--- src/rtl/rvseed_axi_rd_arb.sv ---
// Round-robin AXI4 read-channel arbiter: NUM_MST masters onto one AR/R port.
// R beats are steered back in order via a grant FIFO of {master, original ARID}.
module rvseed_axi_rd_arb #(
    parameter int unsigned NUM_MST        = 2,
    parameter int unsigned OST_DEPTH      = 4,
    parameter int unsigned IDX_W          = 1,
    parameter int unsigned AXI_ID_WIDTH   = 4,
    parameter int unsigned AXI_ADDR_WIDTH = 32,
    parameter int unsigned AXI_DATA_WIDTH = 64
) (
    input  logic                               clk,
    input  logic                               rst_n,
    // upstream AR
    input  logic [NUM_MST-1:0]                 s_arvalid,
    output logic [NUM_MST-1:0]                 s_arready,
    input  logic [NUM_MST*AXI_ID_WIDTH-1:0]    s_arid,
    input  logic [NUM_MST*AXI_ADDR_WIDTH-1:0]  s_araddr,
    input  logic [NUM_MST*8-1:0]               s_arlen,
    input  logic [NUM_MST*3-1:0]               s_arsize,
    input  logic [NUM_MST*2-1:0]               s_arburst,
    input  logic [NUM_MST-1:0]                 s_arlock,
    input  logic [NUM_MST*4-1:0]               s_arcache,
    input  logic [NUM_MST*3-1:0]               s_arprot,
    input  logic [NUM_MST*4-1:0]               s_arqos,
    input  logic [NUM_MST*4-1:0]               s_arregion,
    // upstream R
    output logic [NUM_MST-1:0]                 s_rvalid,
    input  logic [NUM_MST-1:0]                 s_rready,
    output logic [AXI_ID_WIDTH-1:0]            s_rid,
    output logic [AXI_DATA_WIDTH-1:0]          s_rdata,
    output logic [1:0]                         s_rresp,
    output logic                               s_rlast,
    // downstream AR
    output logic                               m_arvalid,
    input  logic                               m_arready,
    output logic [AXI_ID_WIDTH-1:0]            m_arid,
    output logic [AXI_ADDR_WIDTH-1:0]          m_araddr,
    output logic [7:0]                         m_arlen,
    output logic [2:0]                         m_arsize,
    output logic [1:0]                         m_arburst,
    output logic                               m_arlock,
    output logic [3:0]                         m_arcache,
    output logic [2:0]                         m_arprot,
    output logic [3:0]                         m_arqos,
    output logic [3:0]                         m_arregion,
    // downstream R
    input  logic                               m_rvalid,
    output logic                               m_rready,
    input  logic [AXI_ID_WIDTH-1:0]            m_rid,
    input  logic [AXI_DATA_WIDTH-1:0]          m_rdata,
    input  logic [1:0]                         m_rresp,
    input  logic                               m_rlast
);

    localparam int unsigned PTR_W = $clog2(OST_DEPTH);
    localparam int unsigned CNT_W = PTR_W + 1;
    localparam int unsigned REQ_W = AXI_ADDR_WIDTH + 8 + 3 + 2 + 1 + 4 + 3 + 4 + 4;

    typedef enum logic {StEmpty, StFull} stage_e;

    stage_e                    r_state, w_state_d;
    logic [REQ_W-1:0]          r_req;
    logic [IDX_W-1:0]          r_last_grant;
    logic [CNT_W-1:0]          r_cnt;
    logic [PTR_W-1:0]          r_wptr, r_rptr;
    logic [IDX_W-1:0]          r_fifo_idx [OST_DEPTH];
    logic [AXI_ID_WIDTH-1:0]   r_fifo_id  [OST_DEPTH];

    logic [REQ_W-1:0]          w_req [NUM_MST];
    logic [AXI_ID_WIDTH-1:0]   w_id  [NUM_MST];
    logic [IDX_W-1:0]          w_gnt, w_cand, w_head_idx;
    logic                      w_found, w_full, w_empty, w_load, w_pop;

    // Pack each master's AR attributes (ARID travels via the FIFO instead).
    always_comb begin
        for (int i = 0; i < NUM_MST; i++) begin
            w_req[i] = {s_araddr[i*AXI_ADDR_WIDTH +: AXI_ADDR_WIDTH], s_arlen[i*8 +: 8],
                        s_arsize[i*3 +: 3], s_arburst[i*2 +: 2], s_arlock[i],
                        s_arcache[i*4 +: 4], s_arprot[i*3 +: 3], s_arqos[i*4 +: 4],
                        s_arregion[i*4 +: 4]};
            w_id[i]  = s_arid[i*AXI_ID_WIDTH +: AXI_ID_WIDTH];
        end
    end

    always_comb begin
        w_found = 1'b0;
        w_gnt   = '0;
        w_cand  = '0;
        for (int unsigned k = 1; k <= NUM_MST; k++) begin
            w_cand = IDX_W'((32'(r_last_grant) + k) % NUM_MST);
            if (!w_found && s_arvalid[w_cand]) begin
                w_found = 1'b1;
                w_gnt   = w_cand;
            end
        end
    end

    assign w_empty = (r_cnt == '0);
    assign w_full  = r_cnt[PTR_W];
    // Reset gates the load so no s_arready is offered while rst_n is low.
    assign w_load  = rst_n && (r_state == StEmpty || (m_arvalid && m_arready)) && !w_full
                     && w_found;

    always_comb begin
        s_arready = '0;
        if (w_load) s_arready[w_gnt] = 1'b1;
    end

    // AR stage FSM: state register, next state, outputs.
    always_ff @(posedge clk or negedge rst_n) begin
        if (!rst_n) r_state <= StEmpty;
        else        r_state <= w_state_d;
    end

    always_comb begin
        w_state_d = r_state;
        case (r_state)
            StEmpty: if (w_load) w_state_d = StFull;
            StFull:  if (m_arready && !w_load) w_state_d = StEmpty;
            default: w_state_d = StEmpty;
        endcase
    end

    always_comb begin
        m_arvalid = (r_state == StFull);
    end

    always_ff @(posedge clk or negedge rst_n) begin
        if (!rst_n) begin
            r_req        <= '0;
            r_last_grant <= IDX_W'(NUM_MST - 1);
        end else if (w_load) begin
            r_req        <= w_req[w_gnt];
            r_last_grant <= w_gnt;
        end
    end

    assign m_arid = '0;
    assign {m_araddr, m_arlen, m_arsize, m_arburst, m_arlock,
            m_arcache, m_arprot, m_arqos, m_arregion} = r_req;

    // Grant FIFO; storage needs no reset because r_cnt qualifies every read.
    always_ff @(posedge clk) begin
        if (w_load) begin
            r_fifo_idx[r_wptr] <= w_gnt;
            r_fifo_id[r_wptr]  <= w_id[w_gnt];
        end
    end

    always_ff @(posedge clk or negedge rst_n) begin
        if (!rst_n) begin
            r_cnt  <= '0;
            r_wptr <= '0;
            r_rptr <= '0;
        end else begin
            if (w_load) r_wptr <= r_wptr + 1'b1;
            if (w_pop)  r_rptr <= r_rptr + 1'b1;
            case ({w_load, w_pop})
                2'b10:   r_cnt <= r_cnt + 1'b1;
                2'b01:   r_cnt <= r_cnt - 1'b1;
                default: r_cnt <= r_cnt;
            endcase
        end
    end

    // R path is purely combinational, steered by the FIFO head.
    assign w_head_idx = r_fifo_idx[r_rptr];
    assign m_rready   = !w_empty && s_rready[w_head_idx];
    assign w_pop      = m_rvalid && m_rready && m_rlast;

    always_comb begin
        s_rvalid = '0;
        if (!w_empty) s_rvalid[w_head_idx] = m_rvalid;
    end

    assign s_rid   = r_fifo_id[r_rptr];
    assign s_rdata = m_rdata;
    assign s_rresp = m_rresp;
    assign s_rlast = m_rlast;

    logic w_unused;
    assign w_unused = ^m_rid;

endmodule

--- config.mk ---
export PLATFORM = sky130hd
export DESIGN_NAME = rvseed_axi_rd_arb
export DESIGN_NICKNAME = d
export VERILOG_FILES = /design/src/rtl/rvseed_axi_rd_arb.sv
export SDC_FILE = /design/constraint.sdc
export NUM_CORES = 1
export LEC_CHECK = 0
export BUFFER_PORTS_ARGS = -buffer_cell sky130_fd_sc_hd__buf_2
export CORE_AREA = 2 2 136 138
export CTS_BUF_LIST = sky130_fd_sc_hd__clkbuf_4 sky130_fd_sc_hd__clkbuf_8
export CTS_CLUSTER_DIAMETER = 50
export CTS_CLUSTER_SIZE = 12
export DETAILED_ROUTE_END_ITERATION = 16
export DIE_AREA = 0 0 138 140
export GPL_ROUTABILITY_DRIVEN = 0
export PLACE_DENSITY_LB_ADDON = 0.2
export SKIP_CTS_REPAIR_TIMING = 1
export SYNTH_ARGS = -nofsm -noshare
export SYNTH_HDL_FRONTEND = slang
export SYNTH_SLANG_ARGS = --single-unit
--- constraint.sdc ---
create_clock -name clk -period 2.4 [get_ports clk]
set_clock_uncertainty 0.15 [all_clocks]
set_input_delay 0.24 -clock clk [delete_from_list [all_inputs] [get_ports clk]]
set_output_delay 0.24 -clock clk [all_outputs]
set_load 0.005 [all_outputs]
==> Word-level counts from Yosys, hierarchy flattened <==
Memories as Yosys holds them, arrays and structs flattened.
Index checks and enable logic that the tools add are counted.
{ "op_classes": {"n_addsub": 6, "order_cmp": 7, "n_eq_ne": 2, "n_mux": 27, "bitwise_logic": 3, "reduce_logical": 18} }
{ "ops": {"columns": ["op", "count"], "rows": [
  ["61-bit 2-to-1 mux", 3],
  ["1-bit 2-to-1 mux", 15],
  ["4-bit 2-to-1 mux", 3],
  ["1-bit logical AND", 11],
  ["1-bit by 2-bit less-than comparator with 1-bit output, second input constant", 4],
  ["3-bit one-hot mux with 2 select lines", 1],
  ["2-bit by 1-bit adder with 2-bit output, second input constant", 2],
  ["1-bit zero test", 4],
  ["2-bit 2-to-1 mux", 2],
  ["3-bit by 1-bit adder with 3-bit output, second input constant", 1],
  ["3-bit zero test", 1],
  ["3-bit by 1-bit subtractor with 3-bit output, second input constant", 1],
  ["1-bit adder, second input constant", 2],
  ["2-bit bitwise AND", 1],
  ["1-bit demux with 1-bit select", 2],
  ["2-bit by 1-bit equality test with 1-bit output, second input constant", 1],
  ["2-bit equality test, second input constant", 1],
  ["1-bit greater-or-equal comparator, second input constant", 2],
  ["2-bit greater-or-equal comparator, second input constant", 1],
  ["1-bit inverter with 2-bit output", 1],
  ["1-bit one-hot mux with 2 select lines", 1],
  ["2-bit nonzero test", 1],
  ["1-bit logical OR", 1],
  ["1-bit inverter", 1]
]} }
{ "word_totals": {"register_bits": 70, "ram_bits": 20, "out_inout_bits": 142, "wordCells": 71, "memories": 2} }
{ "mem_list": {"columns": ["memory", "words", "width", "read_ports", "rd_ports_with_merged_regs", "write_ports", "line_no", "text"], "rows": [
  ["r_fifo_id", 4, 4, 1, 0, 1, "67", "logic [AXI_ID_WIDTH-1:0] r_fifo_id [OST_DEPTH];"],
  ["r_fifo_idx", 4, 1, 1, 0, 1, "66", "logic [IDX_W-1:0] r_fifo_idx [OST_DEPTH];"]
]} }

==> Depth between registers and ports, before layout <==
Gate-level depths: netlist (run 1).
{ "logic_depth": {"depth_word": 12, "depth_mapped": 11} }

==> Worst setup path after synthesis (run 1) <==
No wires, ideal clock.
{ "synth_timing": {"kind": "register -> register", "start": "register r_rptr[1]", "end": "register r_cnt[2]", "setup_ns": 0.080, "arrival_ns": 2.019, "setup_slack_ns": 0.151, "path_stages_with_launch": 12, "cell_sequence": "dfrtp_1 > buf_6 > mux2i_2 > mux2i_1 > mux2i_1 > nor2_1 > ha_1 > inv_1 > fa_1 > xor2_1 > nor2_1 > xnor2_1"} }
{ "synth_via": {"elab_chain_len": 8} }
{ "synth_lines": {"columns": ["item", "line_no", "text"], "rows": [
  ["start, declared", "65", "logic [PTR_W-1:0] r_wptr, r_rptr;"],
  ["start signal, assigned", "157", "if (w_pop) r_rptr <= r_rptr + 1'b1;"],
  ["memory read 4 x 1 bit (*)", null, null],
  ["1-bit 2-to-1 mux (implied by the code) (*) (2 in a row)", "168", "assign m_rready = !w_empty && s_rready[w_head_idx];"],
  ["1-bit logical AND (*)", "168", null],
  ["1-bit logical AND (*) (2 in a row)", "169", "assign w_pop = m_rvalid && m_rready && m_rlast;"],
  ["net w_pop", "72", "logic w_found, w_full, w_empty, w_load, w_pop;"],
  ["2-bit by 1-bit equality test with 1-bit output or 2-bit equality test (tied branches)", "158", "case ({w_load, w_pop})"],
  ["3-bit one-hot mux with 2 select lines or 2-bit nonzero test (tied branches)", null, null],
  ["end signal, assigned", "159", "2'b10: r_cnt <= r_cnt + 1'b1;"],
  ["end signal, assigned", "160", "2'b01: r_cnt <= r_cnt - 1'b1;"],
  ["end signal, assigned", "161", "default: r_cnt <= r_cnt;"],
  ["end, declared", "64", "logic [CNT_W-1:0] r_cnt;"]
]} }
Mark *: on every way through the listed nets, which the timed path passes. The rest lies on a longest branch. The select of a mux whose other input is x is not followed.
A chain may end at the register's enable or synchronous reset.

==> Worst setup path in the final report (run 1) <==
Ends and elaborated chain as after synthesis.

==> results.toml, run 1 <==
[floorplanning]
top_level_ports = 351
die_y_um = 140
row_count = 49
initial_core_util_pct = 26.4
chipWidth_um = 138
dieArea_um2 = 19300
core-area_um2 = 17800

[clocking]
cts.sinks = 90
cts_root_buffer = "clkbuf_8"
cts_buffers = 9
cts_buffer_depth = 2
insertion_delay_ps = 360
tritoncts = "yes"
cts_max_level = 3
cts.clk_slew.worst_paths_ps = 90

[power]
clkPwrFrac_pct = 18.7
p_leak_nw = 3.04
p_per_area_nw_per_um2 = 955
seq_power_share_pct = 42.8
max-vdd-ir-drop_mv = 0.308
p_comb_share_pct = 38.5
sw_frac_of_total_pct = 34.0
p_int_mw = 3.84
switchingPower_mw = 1.98

[run_status]
failed_checks = "negative hold slack"
status = "finished, violations left"

[sta]
fin_crit_sh_pct = 97.3
post-route-min-period_ps = 2340
slew_violations = 0
holdWs_ps = -58.8
tightest_slew_ps = 926
fmax_mhz = 428
hold_violations = 66
rsz0062_at_grt = "yes"
setup_tns_ps = 0
setup_viol = 0
relSlewSlack_pct = 38.2

[setup_path]
endpoint_kind = "register"
rrSetupSlack_ps = 60
crit_top_cell = "nor2_1"
cp-start-kind = "register"
max_stage_delay_ps = 460
required_ps = 2530
criticalPathCategory = "register to register"
reg2reg_depth = 10
cp.arrival_ps = 2470
slowest_stage = "dfrtp_2"
critPathMaxFanout = 4
path_cells = "mux2i_4, mux2i_2, mux2i_1, nor2_1, ha_2, inv_2, fa_2, xor2_1, nor2_1, xnor2_1"

[drt]
drt_wl_total_mm = 11.4
vias = 3515
drc = 0
routed_via_density = 4.20
ant_nets = 0
wl_per_cell_um = 13.6
drtIter0Drc = 68
drt-pass1-iter-count = 4

[finish]
fin_nets = 817
antenna_cells = 0
syn_to_final_growth_pct = 29.8
multi_input_comb_area_um2 = 1670
fin_area_um2 = 6090
regArea_um2 = 2350
drive_gt1_share_pct = 42.2
final_cells = 836
fill_cells = 1842

[placement]
placed_area_um2 = 5490
dpl.hpwl_mm = 8.45
dp_cells = 782
io_buffers = 210

[synth]
ys_types = 33
synthTopCellsByCount = "buf_4, dfrtp_1, mux2i_1"
postSynthCellCount = 424
synth_top_area_share_pct = 36.8
synthesis.area_um2 = 4690
syn_area_per_cell_um2 = 11.1
yosysWarnings = 0
synth.most_common_cell = "buf_4"
yosys.area.top_type = "dfrtp_1"
yosys_most_used_dff = "dfrtp_1"
ys_async_sr_fraction_pct = 77.8
synth_edf_count = 20
synth_seq_cells = 90
synth_area_leaders = "dfrtp_1, mux2i_1, edfxtp_1"
ys_seq_area_share_pct = 50.2

[run]
drv_cap = 0

[global_routing]
grt_pass1_wl_mm = 18.0
grt_max_degree = 126
overflow = 0
antenna_found_initial = 0
track_usage_pct = 11.5
grt_pass1_vias = 3558

[hold_path]
min_path_type = "input port to asynchronous set/reset pin"
==> cell type report <==
| type | instances | area share, % |
|---|---|---|
| clock buffer | 11 | 2.38 |
| clock inverter | 5 | 0.986 |
| inverter | 7 | 0.473 |
| multi-input combinational | 236 | 27.5 |
| sequential | 90 | 38.7 |
| tap | 229 | 4.71 |
| timing repair buffer | 258 | 25.3 |
==> through the flow <==
step	setup slack [ps]	power, mW	util (%)
after CTS	-5.03	5.81	32.0
after global placement	84.8	4.63	30.9
after global routing	-25.7	6.31	34.2
after floorplan	151	3.78	-
final	63.7	5.81	34.2
after detailed placement	11.5	4.69	30.9
==> cell usage in the layout (no fill, tap or decap), types with 3 or more instances in the layout <==
| cell | instances |
|---|---|
| dlygate4sd3_1 | 35 |
| buf_4 | 11 |
| clkbuf_8 | 10 |
| xnor2_1 | 3 |
| mux2_1 | 4 |
| buf_12 | 3 |
| dfrtp_1 | 68 |
| and2_1 | 5 |
| buf_2 | 209 |
| ha_1 | 4 |
| mux4_2 | 4 |
| nand2_1 | 63 |
| mux2i_1 | 65 |
| edfxtp_1 | 20 |
| o21ai_1 | 61 |
| nor2_1 | 4 |
| inv_1 | 4 |
| conb_1 | 4 |
==> flip-flops by register name, summed over array words and instances, names as in the netlist <==
name,flops
r_req,61
r_cnt,3
r_fifo_id,16
r_rptr,2
r_last_grant,1
r_fifo_idx,4
m_arvalid,1
r_wptr,2
==> routing by layer <==
layer,routed length [um],vias up,GRT usage (%)
li1,-,1716,-
met1,4550,1599,13.3
met3,936,18,4.44
met4,204,0,4.67
met5,0,-,0
met2,5680,182,19.3
==> power groups by stage <==
stage	sequential, mW	combinational, mW	clock [mW]
6_report	2.49	2.24	1.09
5_1_grt	2.58	2.53	1.21
4_1_cts	2.49	2.18	1.14
3_5_place_dp	2.51	2.19	0
3_3_place_gp	2.49	2.14	0
2_1_floorplan	2.51	1.26	0
==> worst paths after layout <==
kind / to / startpoint
worst max-delay path: r_cnt[2]$_DFFE_PN0P_ / r_rptr[1]$_DFFE_PN0P_
worst min register to register: r_req[32]$_DFFE_PN0P_ / r_req[32]$_DFFE_PN0P_
worst max register to register: r_cnt[2]$_DFFE_PN0P_ / r_rptr[1]$_DFFE_PN0P_
max in group asynchronous: r_rptr[1]$_DFFE_PN0P_ / rst_n
worst min-delay path: r_req[29]$_DFFE_PN0P_ / rst_n
min in group clk: r_req[21]$_DFFE_PN0P_ / s_arlen[0]
==> kinds of logic after synthesis <==
| family | share of synthesized area (%) |
|---|---|
| xor gates and xnor gates | 0.934 |
| other | 0.0799 |
| DFF | 50.2 |
| and+or+nand+nor | 6.56 |
| buffers and inverters | 15.1 |
| adders and majority gates | 1.76 |
| muxes | 17.5 |
| AOI/OAI and AO/OA | 7.95 |
==> worst max-delay path: cells and delay by family (launching register included) <==
family | cells | cell delay [ps]
muxes | 3 | 550
adders and majority gates | 2 | 520
DFF | 1 | 460
xor gates and xnor gates | 2 | 280
and+or+nand+nor | 2 | 250
buffers and inverters | 1 | 40
(Power assumes the default switching activity.)
==> inputs of run 2 (changes only) <==
- CORE_AREA: 2 2 136 138 -> 3 3 137 139
- DIE_AREA: 0 0 138 140 -> 0 0 140 142
- MAX_ROUTING_LAYER: unset -> met4
==> run 2 against run 1 <==
Net effect: the flow still finishes with violations (negative hold slack); sequential cell count stayed put; combinational power about the same; global-route usage up 0.83 points; sequential power barely moved; fmax about the same.
==> results.toml, run 2 (synthesis gave the netlist of run 1 again) <==
[power]
p_per_area_nw_per_um2 = 957
clkPwrFrac_pct = 18.9
p_comb_share_pct = 38.2
max-vdd-ir-drop_mv = 0.365
switchingPower_mw = 2.06
p_int_mw = 3.80
p_leak_nw = 3.05
sw_frac_of_total_pct = 35.1
seq_power_share_pct = 42.9

[global_routing]
grt_max_degree = 73
antenna_found_initial = 0
track_usage_pct = 12.3
grt_pass1_vias = 3510
grt_pass1_wl_mm = 18.5
overflow = 0

[finish]
largest_reg_flops = 61
mostFrequentLayoutCell = "buf_2"
top_register = "r_req"
fin_area_um2 = 6120
syn_to_final_growth_pct = 30.5
reg.largest.list = "r_req: 61 flops, r_fifo_id: 16 flops, r_fifo_idx: 4 flops"
final_cells = 840
mostFrequentLayoutCells = "buf_2, dfrtp_1, mux2i_1, nand2_1, o21ai_1"
drive_gt1_share_pct = 41.9
fill_cells = 1837
antenna_cells = 0
fin_nets = 821

[drt]
routed_via_density = 4.13
vias = 3468
drtIter0Drc = 124
drc = 0
ant_nets = 0
drt-pass1-iter-count = 4
wl_per_cell_um = 15.1
drt_wl_total_mm = 12.7

[setup_path]
cp-start-kind = "register"
endpoint_kind = "register"
criticalPathCategory = "register to register"
required_ps = 2530
cp.arrival_ps = 2470
critPathMaxFanout = 4

[sta]
slew_violations = 0
post-route-min-period_ps = 2340
tightest_slew_ps = 948
setup_tns_ps = 0
fin_crit_sh_pct = 97.3
fmax_mhz = 428
relSlewSlack_pct = 36.8
rsz0062_at_grt = "yes"
hold_violations = 34
holdWs_ps = -25.6
setup_viol = 0

[run_status]
status = "finished, violations left"
failed_checks = "negative hold slack"

[hold_path]
min_path_type = "input port to asynchronous set/reset pin"

[floorplanning]
initial_core_util_pct = 26.4
top_level_ports = 351
row_count = 49
die_y_um = 142
chipWidth_um = 140
dieArea_um2 = 19900
core-area_um2 = 17800

[placement]
io_buffers = 210
dp_cells = 782
placed_area_um2 = 5480
dpl.hpwl_mm = 9.52

[clocking]
insertion_delay_ps = 370
cts.clk_slew.worst_paths_ps = 100
cts_max_level = 3
tritoncts = "yes"
cts_root_buffer = "clkbuf_8"
cts_buffer_depth = 2
cts_buffers = 9
cts.sinks = 90

[run]
drv_cap = 0
-- run 2: changes by cell type in the layout (fill, tap and decap cells not counted), sizes merged --
cell	previous run	this run
dlygate4sd3	35	40
buf	223	222
clkbuf	11	10
clkinv	1	2
clkinvlp	1	0
inv	9	10
-- run 2: worst paths after layout --
path | startpoint | end | slack [ps] | depth (start not counted)
min in group clk | s_arregion[1] | r_req[1]$_DFFE_PN0P_ | -10 | 3
worst min-delay path | rst_n | r_req[29]$_DFFE_PN0P_ | -30 | 2
max in group asynchronous | rst_n | r_rptr[1]$_DFFE_PN0P_ | 1480 | 2
worst min register to register | r_req[49]$_DFFE_PN0P_ | r_req[49]$_DFFE_PN0P_ | 340 | 2
worst max-delay path | r_rptr[1]$_DFFE_PN0P_ | r_cnt[2]$_DFFE_PN0P_ | 60 | 10
worst max register to register | r_rptr[1]$_DFFE_PN0P_ | r_cnt[2]$_DFFE_PN0P_ | 60 | 10
-- run 2: per-stage QoR --
| step | hold slack, ps | power [mW] | util [%] | setup slack [ps] |
|---|---|---|---|---|
| final | -25.6 | 5.85 | 34.4 | 64.7 |
| after global routing | -11.1 | 6.34 | 34.4 | -83.9 |
| after CTS | -46.3 | 5.86 | 31.9 | 6.13 |
| after detailed placement | 321 | 4.73 | 30.8 | 48.3 |
| after global placement | 313 | 4.67 | 30.8 | 82.9 |
| after floorplan | -206 | 3.78 | - | 151 |
-- run 2: layout make-up --
type | instances | area (um2) | share of cell area [%]
clock buffer | 10 | 131 | 2.15
multi-input combinational | 236 | 1680 | 27.4
sequential | 90 | 2350 | 38.5
timing repair buffer | 262 | 1570 | 25.6
tap | 229 | 287 | 4.68
clock inverter | 6 | 72.6 | 1.19
inverter | 7 | 28.8 | 0.470
-- run 2: critical path: stages, from the launching register on --
cell and delay [ps]:
dfrtp_2 470, mux2i_4 210, mux2i_2 220, mux2i_2 110, nor2_1 120, ha_2 200
inv_2 40, fa_2 320, xor2_1 150, nor2_1 130, xnor2_1 120
-- run 2: layer usage --
| layer | routed length (um) | vias up | global-route usage, % |
|---|---|---|---|
| li1 | - | 1730 | - |
| met1 | 5400 | 1571 | 14.7 |
| met2 | 6070 | 161 | 19.4 |
| met3 | 1080 | 6 | 5.01 |
| met4 | 112 | 0 | 3.52 |
| met5 | 0 | - | - |
-- run 2: power groups by stage --
stage	logic [mW]	clock network, mW	registers [mW]
3_5_place_dp	2.19	0	2.54
3_3_place_gp	2.16	0	2.51
6_report	2.24	1.11	2.51
5_1_grt	2.54	1.21	2.59
2_1_floorplan	1.26	0	2.51
4_1_cts	2.18	1.15	2.52
